===== src/rtl/walk_service_fsm.sv =====
// Traffic/pedestrian walk service controller: main/side lights plus walk phase.
// Define ALL_RED_EN to insert all-red clearance states (RED_A/RED_B) after each yellow.
module walk_service_fsm #(
   parameter int T_BASE = 6,
   parameter int T_YEL  = 2,
   parameter int T_WALK = 4,
   parameter int T_RED  = 1
) (
   input  logic       clk,
   input  logic       Reset_N,
   input  logic       Sec_Tick,
   input  logic       Sensor,
   input  logic       WR,
   output logic [2:0] Main_Light,
   output logic [2:0] Side_Light,
   output logic       Walk,
   output logic       WR_Reset,
   output logic [2:0] State
);

   typedef enum logic [2:0] {
      MAIN_GRN = 3'd0,
      MAIN_YEL = 3'd1,
      SIDE_GRN = 3'd2,
      SIDE_YEL = 3'd3,
      WALK     = 3'd4,
      RED_A    = 3'd5,
      RED_B    = 3'd6
   } state_e;

   localparam logic [2:0] L_R = 3'b100;
   localparam logic [2:0] L_Y = 3'b010;
   localparam logic [2:0] L_G = 3'b001;

   // A zero dwell would never see counter = 1, so it is promoted to one tick.
   function automatic logic [5:0] dwell(input int t);
      return (t <= 0) ? 6'd1 : 6'(t);
   endfunction

   localparam logic [5:0] D_BASE = dwell(T_BASE);
   localparam logic [5:0] D_YEL  = dwell(T_YEL);
   localparam logic [5:0] D_WALK = dwell(T_WALK);
   localparam logic [5:0] D_RED  = dwell(T_RED);

   function automatic logic [5:0] dwell_of(input state_e s);
      case (s)
         MAIN_YEL, SIDE_YEL: return D_YEL;
         WALK:               return D_WALK;
         RED_A, RED_B:       return D_RED;
         default:            return D_BASE;
      endcase
   endfunction

   state_e     state_q, state_d, post_yel;
   logic [5:0] cnt_q, cnt_d;
   logic [2:0] main_q, main_d, side_q, side_d;
   logic       walk_q, walk_d, wrr_q, wrr_d;
   logic       fin;

   always_comb begin
      state_d  = state_q;
      cnt_d    = cnt_q;
      // Phase over: last tick of the dwell, or dwell already expired and waiting on a condition.
      fin      = (Sec_Tick && (cnt_q == 6'd1)) || (cnt_q == 6'd0);
      post_yel = WR ? WALK : SIDE_GRN;

      case (state_q)
         MAIN_GRN: if (fin && (Sensor || WR)) state_d = MAIN_YEL;
`ifdef ALL_RED_EN
         MAIN_YEL: if (fin) state_d = RED_A;
         RED_A:    if (fin) state_d = post_yel;
         SIDE_YEL: if (fin) state_d = RED_B;
         RED_B:    if (fin) state_d = MAIN_GRN;
`else
         MAIN_YEL: if (fin) state_d = post_yel;
         SIDE_YEL: if (fin) state_d = MAIN_GRN;
`endif
         SIDE_GRN: if (fin) state_d = SIDE_YEL;
         WALK:     if (fin) state_d = Sensor ? SIDE_GRN : MAIN_GRN;
         default:  state_d = MAIN_GRN;
      endcase

      if (state_d != state_q)
         cnt_d = dwell_of(state_d);
      else if (Sec_Tick && (cnt_q != 6'd0))
         cnt_d = cnt_q - 6'd1;

      // Outputs are decoded from the next state and registered, so they move on the transition edge.
      main_d = L_R;
      side_d = L_R;
      case (state_d)
         MAIN_GRN: main_d = L_G;
         MAIN_YEL: main_d = L_Y;
         SIDE_GRN: side_d = L_G;
         SIDE_YEL: side_d = L_Y;
         default:  ;
      endcase
      walk_d = (state_d == WALK);
      wrr_d  = (state_d == WALK) && (state_q != WALK);
   end

   always_ff @(posedge clk or negedge Reset_N) begin
      if (!Reset_N) begin
         state_q <= MAIN_GRN;
         cnt_q   <= D_BASE;
         main_q  <= L_G;
         side_q  <= L_R;
         walk_q  <= 1'b0;
         wrr_q   <= 1'b0;
      end else begin
         state_q <= state_d;
         cnt_q   <= cnt_d;
         main_q  <= main_d;
         side_q  <= side_d;
         walk_q  <= walk_d;
         wrr_q   <= wrr_d;
      end
   end

   assign Main_Light = main_q;
   assign Side_Light = side_q;
   assign Walk       = walk_q;
   assign WR_Reset   = wrr_q;
   assign State      = state_q;

endmodule

===== config.mk =====
export PLATFORM = sky130hd
export DESIGN_NAME = walk_service_fsm
export DESIGN_NICKNAME = d
export VERILOG_FILES = /design/src/rtl/walk_service_fsm.sv
export SDC_FILE = /design/constraint.sdc
export NUM_CORES = 1
export LEC_CHECK = 0
export CAP_MARGIN = 20
export CORE_MARGIN = 1.5
export CORE_UTILIZATION = 25
export CTS_CLUSTER_SIZE = 16
export DETAILED_ROUTE_END_ITERATION = 7
export HOLD_SLACK_MARGIN = 0.06
export PLACE_DENSITY = 0.52
export SYNTH_ARGS = -nofsm -noshare
export SYNTH_HDL_FRONTEND = slang
export SYNTH_SLANG_ARGS = --single-unit

===== constraint.sdc =====
create_clock -name clk -period 2.1 [get_ports clk]
set_input_delay 0.21 -clock clk [delete_from_list [all_inputs] [get_ports clk]]
set_output_delay 0.21 -clock clk [all_outputs]
set_load 0.01 [all_outputs]

After elaboration in Yosys (flattened, before gate mapping) --
Index checks and enable logic that the tools add are counted.
Cells by class: $add $sub $neg 1, equal/unequal tests 13, multiplexer cells 13, reduce and logical (&&, ||, !) cells 13
Operators with widths (number):
- 3-bit two-way mux | 6
- 3-bit case mux with 5 select lines | 1
- 3-bit by 2-bit equality test with 1-bit output (second input constant) | 4
- 3-bit equality test (second input constant) | 4
- 6-bit two-way mux | 2
- 3-bit case mux with 2 select lines | 2
- 3-bit case mux with 3 select lines | 1
- 3-bit by 1-bit equality test with 1-bit output (second input constant) | 2
- 6-bit by 1-bit equality test with 1-bit output (second input constant) | 1
- 3-bit zero test | 2
- 6-bit zero test | 1
- 6-bit nonzero test | 1
- 6-bit by 1-bit subtractor with 6-bit output (second input constant) | 1
- 1-bit logical AND | 4
- 2-bit OR reduction | 2
- 3-bit != test | 1
- 3-bit != test (second input constant) | 1
- 1-bit logical OR | 2
- 2-bit two-way mux | 1
- 2-bit nonzero test | 1
Word-level totals: register bits after elaboration 17, word-level logic and storage cells 46

Logic depth before layout (Yosys ltp) --
word-level depth 10, gate-level depth with buffers 6, mapped depth without buffers 6

Worst setup path before layout --
No wires, ideal clock.
path type flip-flop to flip-flop, start point register cnt_q[1], end point register main_q[2] (netlist: Main_Light[2]), data arrival time 1831 ps, required time 1974 ps, slack 143 ps, stages on the path, launching flop included 7, clock period less this slack 1957 ps, cell sequence dfstp_2 > inv_1 > ha_1 > a21oi_1 > nor3_1 > a21bo_2 > a221o_1
On the way: cells in the longest elaborated chain, start to end 8
Ends and longest elaborated chain:
- from (decl) | RTL line 55 | logic [5:0] cnt_q, cnt_d;
- from (signal assigned) | RTL line 112 | cnt_q <= cnt_d;
- 6-bit by 1-bit equality test with 1-bit output | RTL line 64 | fin = (Sec_Tick && (cnt_q == 6'd1)) || (cnt_q == 6'd0);
- 1-bit logical AND | RTL line 64
- 1-bit logical OR * | RTL line 64
- 1-bit logical AND | RTL line 68 | MAIN_GRN: if (fin && (Sensor || WR)) state_d = MAIN_YEL;
- 3-bit two-way mux | RTL line 68
- 3-bit case mux with 5 select lines * | RTL line 67 | case (state_q)
- 3-bit by 1-bit equality test with 1-bit output / 3-bit zero test (equally long branches) | RTL line 91 | case (state_d)
- 3-bit case mux with 2 select lines * | RTL line 91
- via main_d[2] | RTL line 56 | logic [2:0] main_q, main_d, side_q, side_d;
- to (signal assigned) | RTL line 113 | main_q <= main_d;
- to (decl) | RTL line 56
Mark *: on every way through the listed nets, which the timed path passes. The rest lies on a longest branch. A chain may end at the register's enable or synchronous reset.

Worst setup path in the final report --
start point register cnt_q[5], end point register state_q[1] (netlist: State[1])
On the way: cells in the longest elaborated chain, start to end 6
Ends and longest elaborated chain:
- 6-bit by 1-bit equality test with 1-bit output | RTL line 64
- 1-bit logical AND | RTL line 64
- 1-bit logical OR * | RTL line 64
- 1-bit logical AND | RTL line 68
- 3-bit two-way mux | RTL line 68
- 3-bit case mux with 5 select lines * | RTL line 67
- via state_d[1] | RTL line 54 | state_e state_q, state_d, post_yel;
- to (signal assigned) | RTL line 111 | state_q <= state_d;
- to (decl) | RTL line 54
Marks and branches as above.

==> summary.md <==
| Metric | Value |
|---|---|
| Synth area leaders | dfrtp_1, dfstp_2, nor2_1, ha_1, nor3_1 |
| Net Switching | 685 uW |
| Die Y | approximately 65 um |
| Sw Ratio | just over 40% |
| Cell-internal power | 997 uW |
| CTS Hold Buffers Added | 0 |
| Sequential-to-total area share from yosys stat | 44.4% |
| Worst setup path endpoint | State[1] |
| Max cap viols | 0 |
| Design Area, Final | ~1200 um^2 |
| Synth unique cells | 38 |
| RSZ-0062 raised after global routing | no |
| VDD IR max | between 0.0004 and 0.0005 V |
| Outcome | finished clean |
| GRT Total Usage | 11.6% |
| Stages on worst setup path | 4 |
| Layout Utilization | between 30 and 40% |
| Final hold violations | 0 |
| IO Pins | 16 |
| # rows | 22 |
| Fmax | around 510 MHz |
| Largest stage delay, worst path | about 630 ps |
| Sink Count | 17 |
| Sequential power share | roughly 36% |
| Die W | 65.2 um |
| Mapped Avg Cell Area | ~9.3 um^2 |
| Data arrival, critical path | about 2200 ps |
| Final wirelength | between 2 and 2.5 mm |
| Diodes inserted | 0 |
| Most frequent cell after synthesis | dfrtp_1 |
| Fill cell count | between 300 and 400 |
| # nets final | 133 |
| Leakage | 0.000484 uW |
| Vias in the first global route | 824 |
| TritonCTS clock tree | yes |
| Starting Density | 26.3% |
| R2r setup slk | 140 ps |
| Hold WC Path Type | primary input to async pin |
| Reg-to-Reg End | State[1] |
| R2R cell count | 4 |
| Period utilization | between 90% and 100% |
| Routed via count | approximately 850 |
| Hold WS | approximately 280 ps |
| Post-CTS Resized | 0 |
| Layout cell share with drive strength beyond 1 | between 10% and 20% |
| Synth top area share | between 30 and 40% |
| CTS root buffer | clkbuf_8 |
| Total CTS buffers | 3 |
| Cell mode on critical path | or4_4 |
| Post-synth EDFFs | 0 |
| Setup Skew | 2.03 ps |
| Setup crit start | cnt_q[5] |
| First-pass GRT wire length | 3.83 mm |
| Slowest CP cell | or4_4 |
| Final Setup Violations | 0 |
| Initial antenna violation count | 0 |
| Asr flop ratio synth | between 90% and 100% |
| Post-DP HPWL | around 1.6 mm |
| Ys flop type | dfrtp_1 |
| Routability cong. | a little under 0.9 |
| Post-synthesis net count | about 110 |
| TritonRoute pass-1 iters | 4 |
| I/O Buffers | 15 |
| Worst slew margin | between 60% and 70% |
| Final Slew Violations | 0 |
| Critical Path Source Type | register |
| WP data required | around 2300 ps |
| Post-CTS setup buffer count | 0 |
| Delay-heaviest family, CP | simple AND/OR/NAND/NOR gates |
| Area Overhead vs Synth | 28.4% |
| Synth warn | 0 |
| Worst slew pin tran | 473 ps |
| Clock transition at path regs | around 70 ps |
| Comb pwr share | roughly half |
| Largest net degree at the start of global routing | 18 |
| Critical path type | register to register |
| Top post-synthesis cells by count | dfrtp_1, nor2_1, nand2_1, nor3_1, inv_1 |
| Setup slack at placement | approximately 170 ps |
| Synth Instances | ~100 |
| Total gr overflow | 0 |
| Final setup TNS | 0 ps |
| Final min period | 1960 ps |
| Clock power share | 14.6% |
| WP buf/inv | 0 |
| DRT iter0 DRCs | 37 |
| Yosys reg bits | 17 |
| Htree depth | 1 |
| Crit-path cells | or4_4 > or4_4 > a21oi_2 > a311o_2 |
| Longest Clk Path Bufs | 2 |
| Leading area contributor after synthesis | dfrtp_1 |
| CP endpoint kind | register |
| Core footprint | 3690 um^2 |
| Worst Path Max Fanout | 12 |
| Antenna-violating nets left | 0 |
| Reg-to-reg startpoint | cnt_q[5] |
| Pwr dens | 1350 nW/um^2 |
| PnR worst setup slack | between 100 and 150 ps |
| Area after DPL | around 1200 um^2 |
| Routed WL per cell | 12.8 um |
| Syn Std Cell Area | approximately 970 um^2 |
| DRC | 0 |
| Clk Latency, worst-skew pair | 250 ps |
| Vias per inst | between 4 and 5 |
| Die area | between 4000 and 5000 um^2 |
-- flip-flops by register name, summed over array words and instances (netlist names) --
name        cells
State           3
WR_Reset        1
Main_Light      3
cnt_q           6
Walk            1
Side_Light      3
-- kinds of logic (layout without fill, tap and decap cells) --
| kind of cell | Yosys count | after routing | share of synthesized area, % |
|---|---|---|---|
| compound gates | 32 | 32 | 24.0 |
| xor+xnor | 3 | 3 | 2.71 |
| fa+ha+maj | 3 | 3 | 3.88 |
| buf+inv | 11 | 31 | 5.04 |
| flops | 17 | 17 | 44.4 |
| simple gates | 38 | 38 | 19.9 |
-- cell type report --
class	instances	area (um^2)	share of cell area, %
Multi-Input combinational cell	76	489	39.3
Sequential cell	17	430	34.6
Timing Repair Buffer	21	195	15.7
Tap cell	48	60.1	4.83
Clock buffer	3	41.3	3.32
Inverter	6	22.5	1.81
Clock inverter	1	5.00	0.402
-- stage by stage --
| step | std cells | total power (uW) |
|---|---|---|
| after floorplan | 104 | 1140 |
| after global placement | 168 | 1430 |
| after detailed placement | 168 | 1430 |
| after CTS | 172 | 1700 |
| after global routing | 172 | 1830 |
| final | 172 | 1680 |
-- how the worst min path moves through the flow --
| stage | slack (ps) | cells after the start | to |
|---|---|---|---|
| after CTS | 290 | 2 | Walk |
| final | 280 | 2 | WR_Reset |
| after global routing | 310 | 2 | State[0] |
| after global placement | 500 | 2 | cnt_q[1] |
| after floorplan | -90 | 0 | Main_Light[1] |
| after detailed placement | 500 | 2 | cnt_q[1] |
-- power by group through the flow --
stage / Combinational (uW) / Sequential [uW] / Clock, uW
final: 826 / 609 / 246
after global routing: 920 / 637 / 272
after CTS: 824 / 609 / 263
after detailed placement: 818 / 615 / 0
after global placement: 814 / 613 / 0
after floorplan: 559 / 584 / 0
-- cells in the final DEF (no fill, tap or decap), drive strengths merged, types with 3 or more instances in the layout --
cell type	count
clkbuf	3
ha	3
clkdlybuf4s50	15
nor2	12
buf	6
a21oi	6
o21ai	7
nand2	7
nor3	7
nor4	5
dfrtp	13
nand2b	3
dfstp	4
inv	6
-- metal layers --
| layer | track usage (%) | vias up | routed length, um |
|---|---|---|---|
| met2 | 17.2 | 20 | 1020 |
| met1 | 15.7 | 394 | 1060 |
| met4 | 4.95 | 0 | 21 |
| met3 | 3.25 | 4 | 93 |
| met5 | 0 | - | 0 |
| li1 | - | 427 | - |
Power figures use the tool's default switching activity.
==> RTL change 1, RTL diff (same flow settings) <==
Reset style: synchronous (`Reset_N`), changed in one clocked block.
--- a/src/rtl/walk_service_fsm.sv
+++ b/src/rtl/walk_service_fsm.sv
@@ -99,7 +99,7 @@
       wrr_d  = (state_d == WALK) && (state_q != WALK);
    end
 
-   always_ff @(posedge clk or negedge Reset_N) begin
+   always_ff @(posedge clk) begin
       if (!Reset_N) begin
          state_q <= MAIN_GRN;
          cnt_q   <= D_BASE;
Formal check against the unedited RTL: differs if Reset_N is asserted again (counterexample within 10 cycles, from zero or initial values and one cycle with Reset_N low); with Reset_N held inactive, the same outputs for 10 cycles.
==> RTL change 1 against the original RTL <==
Cell area is 10% lower; largest cell class unchanged; sequential cell count did not move; wire length decreased by 10%; non-clock buffer count up 1; sequential share of layout area shrank 4.1 points; highest routed layer unchanged; worst hold slack better by 0.31 ns; die area is 12% lower; critical path type unchanged; maximum frequency down 2.6%; area after synthesis fell by 13%; worst setup slack worse by 0.052 ns.
Power is not compared: it rests on default switching activity, and its combinational part moved more than twofold at a synthesized area within 25%.
==> RTL change 1: results (changes against the original RTL) <==
outcome finished, final reports clean (unchanged); top cells by count, synth 17 x dfxtp_1, 9 x nor2_1, 6 x inv_1 (was 13 x dfrtp_1, 12 x nor2_1, 7 x nand2_1, 7 x nor3_1, 6 x inv_1); ranking of synthesized cells by area dfxtp_1 40%, ha_1 4.4%, nor2_1 4.0%, o211ai_1 3.6%, o2111ai_1 3.1% (was dfrtp_1 34%, dfstp_2 11%, nor2_1 4.7%, ha_1 3.9%, nor3_1 3.6%); crit path capture type register (unchanged); crit share post-route 0.957 (was 0.932); skew final 0.00450 ns (was 0.00203 ns); Reg-to-Reg End Main_Light[0] (was State[1]); DR vias/cell 4.83 (was 4.91); Leak approximately 0.44 nW; CP max FO 7 (was 12); met3 WL 33 µm (was 93 µm); vias in the first global route 712 (was 824); CP max-delay cell or4_1 (was or4_4); total setup buffers inserted after CTS 0 (unchanged); syn nets 101 (was 112); met2 usage 0.193 (was 0.172); global routing's busiest layer met2 (unchanged); number of fill cells in the layout 318 (was 378); first-pass GRT wire length 3070 µm (was 3830 µm); synthesis-to-layout area growth 31.8% (was 28.4%); xor and xnor area share after synthesis 0.0414 (was 0.0271); Avg Cell Area, Syn 9.09 µm² (was 9.31 µm²); clock latency at the later pin of the worst-skew pair 0.29 ns (was 0.25 ns); initial drt markers 19 (was 37); FFs w/ async S/R, synth 0 (was 1.00); Worst slew margin 0.724 (was 0.684); unique cell type count in the Yosys netlist 36 (was 38); DR WL met2 1010 µm (was 1020 µm); met3 usage 0.0189 (was 0.0325); Clk pin slew, worst setup/hold paths 0.11 ns (was 0.07 ns); GRT Resource Usage Total 0.114 (was 0.116); sequential fraction of the synthesis area 0.402 (was 0.444); CP startpoint cnt_q[3] (was cnt_q[5]); setup slack, reg-to-reg 0.09 ns (was 0.14 ns); worst hold path class reg2reg (was in2async); area of placed instances 1090 µm² (was 1200 µm²); delay-heaviest family, CP simple AND/OR/NAND/NOR gates (unchanged); Root Driver clkbuf_4 (was clkbuf_8); layout cell share with drive strength beyond 1 0.147 (was 0.161); crit-path max cell delay 0.66 ns (was 0.63 ns); grt met1 use 0.133 (was 0.157); DRT met1 WL 902 µm (was 1060 µm); dpl ws 0.104 ns (was 0.171 ns); DR vias 772 (was 845); placed cell count 156 (was 168); post-synthesis compound-gate area fraction 0.238 (was 0.240); HPWL after detailed placement 1510 µm (was 1590 µm); Final nets 125 (was 133); final hold violation count 0 (unchanged); final wirelength 1970 µm (was 2200 µm); GP Congestion 0.824 (was 0.878); largest net degree at the start of global routing 13 (was 18); Synth Area in Adders 0.0444 (was 0.0388)
RTL change 1: layout make-up:
cell class              count  share of cell area
flip-flops and latches     17               0.305
multi-input cells          67               0.419
well taps                  44              0.0494
inverters                   6              0.0202
clock inverters             1             0.00449
clock buffers               3              0.0202
repair buffers             22               0.182
RTL change 1: how the worst min path moves through the flow:
stage | depth (start not counted) | from | to | slack, ns
6_report | 2 | cnt_q[4] | cnt_q[4] | 0.59
5_1_grt | 2 | Reset_N | Main_Light[0] | 0.59
4_1_cts | 2 | Reset_N | Main_Light[0] | 0.59
3_5_place_dp | 2 | cnt_q[4] | cnt_q[4] | 0.58
3_3_place_gp | 2 | cnt_q[4] | cnt_q[4] | 0.56
2_1_floorplan | 1 | Reset_N | Main_Light[0] | 0.28
RTL change 1: power by group through the flow:
stage	Combinational [mW]	Clock [mW]	Sequential [mW]
floorplan	0.0631	0	0.348
global placement	0.104	0	0.347
detailed placement	0.102	0	0.347
CTS	0.104	0.188	0.339
global route	0.113	0.209	0.341
finish	0.104	0.181	0.339
==> RTL change 2, RTL diff (config.mk and constraints unchanged) <==
Without the edit above. The option `ALL_RED_EN` is turned on by a define.
--- a/src/rtl/walk_service_fsm.sv
+++ b/src/rtl/walk_service_fsm.sv
@@ -1,5 +1,7 @@
 // Traffic/pedestrian walk service controller: main/side lights plus walk phase.
 // Define ALL_RED_EN to insert all-red clearance states (RED_A/RED_B) after each yellow.
+`define ALL_RED_EN
+
 module walk_service_fsm #(
    parameter int T_BASE = 6,
    parameter int T_YEL  = 2,
Behaviour: not the same (a bounded check fails within 10 cycles, from zero or initial values and one cycle with Reset_N low).
==> RTL change 2 against the original RTL <==
Wire length decreased by 2.3%; non-clock buffer count decreased by 4; worst setup slack improved by 0.15 ns; cell area increased by 0.40%; sequential cell count unchanged; maximum frequency increased by 8.1%; power increased by 15%; clock skew increased by 0.0046 ns; area after synthesis increased by 3.7%; via count decreased by 1.4%.
==> RTL change 2: results (changes against the original RTL) <==
drt pass-1 iters 4 (unchanged); GP Congestion 0.766 (was 0.878); Leak 0.500 nW (was 0.484 nW); skew final 0.00658 ns (was 0.00203 ns); worst hold path class in2async (unchanged); CP max FO 7 (was 12); vias in the first global route 784 (was 824); grt total ovfl 0 (unchanged); setup slack, reg-to-reg 0.29 ns (was 0.14 ns); first-pass GRT wire length 3750 µm (was 3830 µm); post-CTS sizing 0 (unchanged); Post-CTS Hold Buffers 0 (unchanged); DR WL/cell 12.8 µm (about the same); initial drt markers 23 (was 37); Flop pwr share 0.343 (was 0.362); GRT Resource Usage Total 0.114 (was 0.116); Worst Setup Start Kind register (unchanged); Synth Instances 104 (unchanged); reg-to-reg startpoint cnt_q[4] (was cnt_q[5]); placed cell count 164 (was 168); unique cell type count in the Yosys netlist 41 (was 38); port bufs 15 (unchanged); Cell Int Power 1.09 mW (was 0.997 mW); max reg flops 6 (unchanged); clock latency at the later pin of the worst-skew pair 0.26 ns; DR vias 833 (was 845); Final nets 129 (was 133); final wirelength 2150 µm (was 2200 µm); CTS max path bufs 2 (unchanged); layout cell share with drive strength beyond 1 0.175 (was 0.161); Root Driver clkbuf_8 (unchanged); total setup buffers inserted after CTS 0 (unchanged); r2r worst-path depth 5 (was 4); outcome finished, final reports clean (unchanged); Clk pin slew, worst setup/hold paths 0.07 ns (about the same); sequential fraction of the synthesis area 0.428 (was 0.444); largest net degree at the start of global routing 18 (unchanged); syn nets 112 (unchanged); Least-Margin Pin Slew 0.736 ns (was 0.473 ns); Ant. Diodes 0 (unchanged); Comb pwr share 0.531 (was 0.491); Arr. time, crit path 1.99 ns (was 2.15 ns); HPWL after detailed placement 1600 µm (was 1590 µm); ranking of synthesized cells by area dfrtp_1 32%, dfstp_2 10%, ha_1 3.7%, nor2_1 3.4%, nand2_1 3.0% (was dfrtp_1 34%, dfstp_2 11%, nor2_1 4.7%, ha_1 3.9%, nor3_1 3.6%); top cells by count, synth 13 x dfrtp_1, 9 x nor2_1, 8 x nand2_1 (was 13 x dfrtp_1, 12 x nor2_1, 7 x nand2_1, 7 x nor3_1, 6 x inv_1); antenna violations before repair 0 (unchanged); Max IR drop VDD 610 µV (was 490 µV); FFs w/ async S/R, synth 1.00 (unchanged); Num CTS Buffers 3 (unchanged); Worst setup endpoint cnt_q[1] (was State[1])
-- RTL change 2: logic make-up (layout without fill, tap and decap cells) --
kind of cell               after synthesis  after routing  synth area share
adders and majority gates                3              3            0.0374
buffers and inverters                   11             27            0.0498
muxes                                    4              4            0.0423
AOI/OAI and AO/OA                       31             31             0.234
and+or+nand+nor                         35             35             0.182
xor gates and xnor gates                 3              3            0.0262
DFF                                     17             17             0.428
-- RTL change 2: worst min path at each step --
stage / cells after the start / end / startpoint / slack, ns
6_report: 1 / Side_Light[1] / Reset_N / 0.39
5_1_grt: 1 / Side_Light[1] / Reset_N / 0.45
4_1_cts: 1 / Side_Light[1] / Reset_N / 0.42
3_5_place_dp: 2 / cnt_q[5] / cnt_q[5] / 0.58
3_3_place_gp: 2 / cnt_q[5] / cnt_q[5] / 0.57
2_1_floorplan: 0 / Main_Light[1] / Reset_N / -0.09
-- RTL change 2: per-layer routing --
metal	wire length, µm	global-route usage
met5	0	0
met4	55	0.0638
met3	47	0.0273
met2	996	0.169
met1	1050	0.149
-- RTL change 2: layout make-up --
class                   instances  area (µm²)
repair buffers                 17         165
multi-input cells              76         524
fillers                       383        2520
flip-flops and latches         17         430
clock buffers                   3        41.3
clock inverters                 1        5.00
inverters                       6        22.5
well taps                      48        60.1
-- RTL change 2: through the flow --
stage	area, µm²	worst slack, ns	hold WS [ns]	total power, mW
after floorplan	1000	0.346	-0.0856	1.36
after global placement	1200	0.291	0.566	1.69
after detailed placement	1200	0.254	0.576	1.70
after CTS	1250	0.289	0.420	1.96
after global routing	1250	0.156	0.451	2.11
final	1250	0.290	0.388	1.93
-- RTL change 2: critical path, cell delays in order (launching register included) --
cell	delay, ns
dfrtp_1	0.43
or4_1	0.55
buf_4	0.20
o21ai_2	0.17
o2bb2ai_2	0.18
mux2i_1	0.21
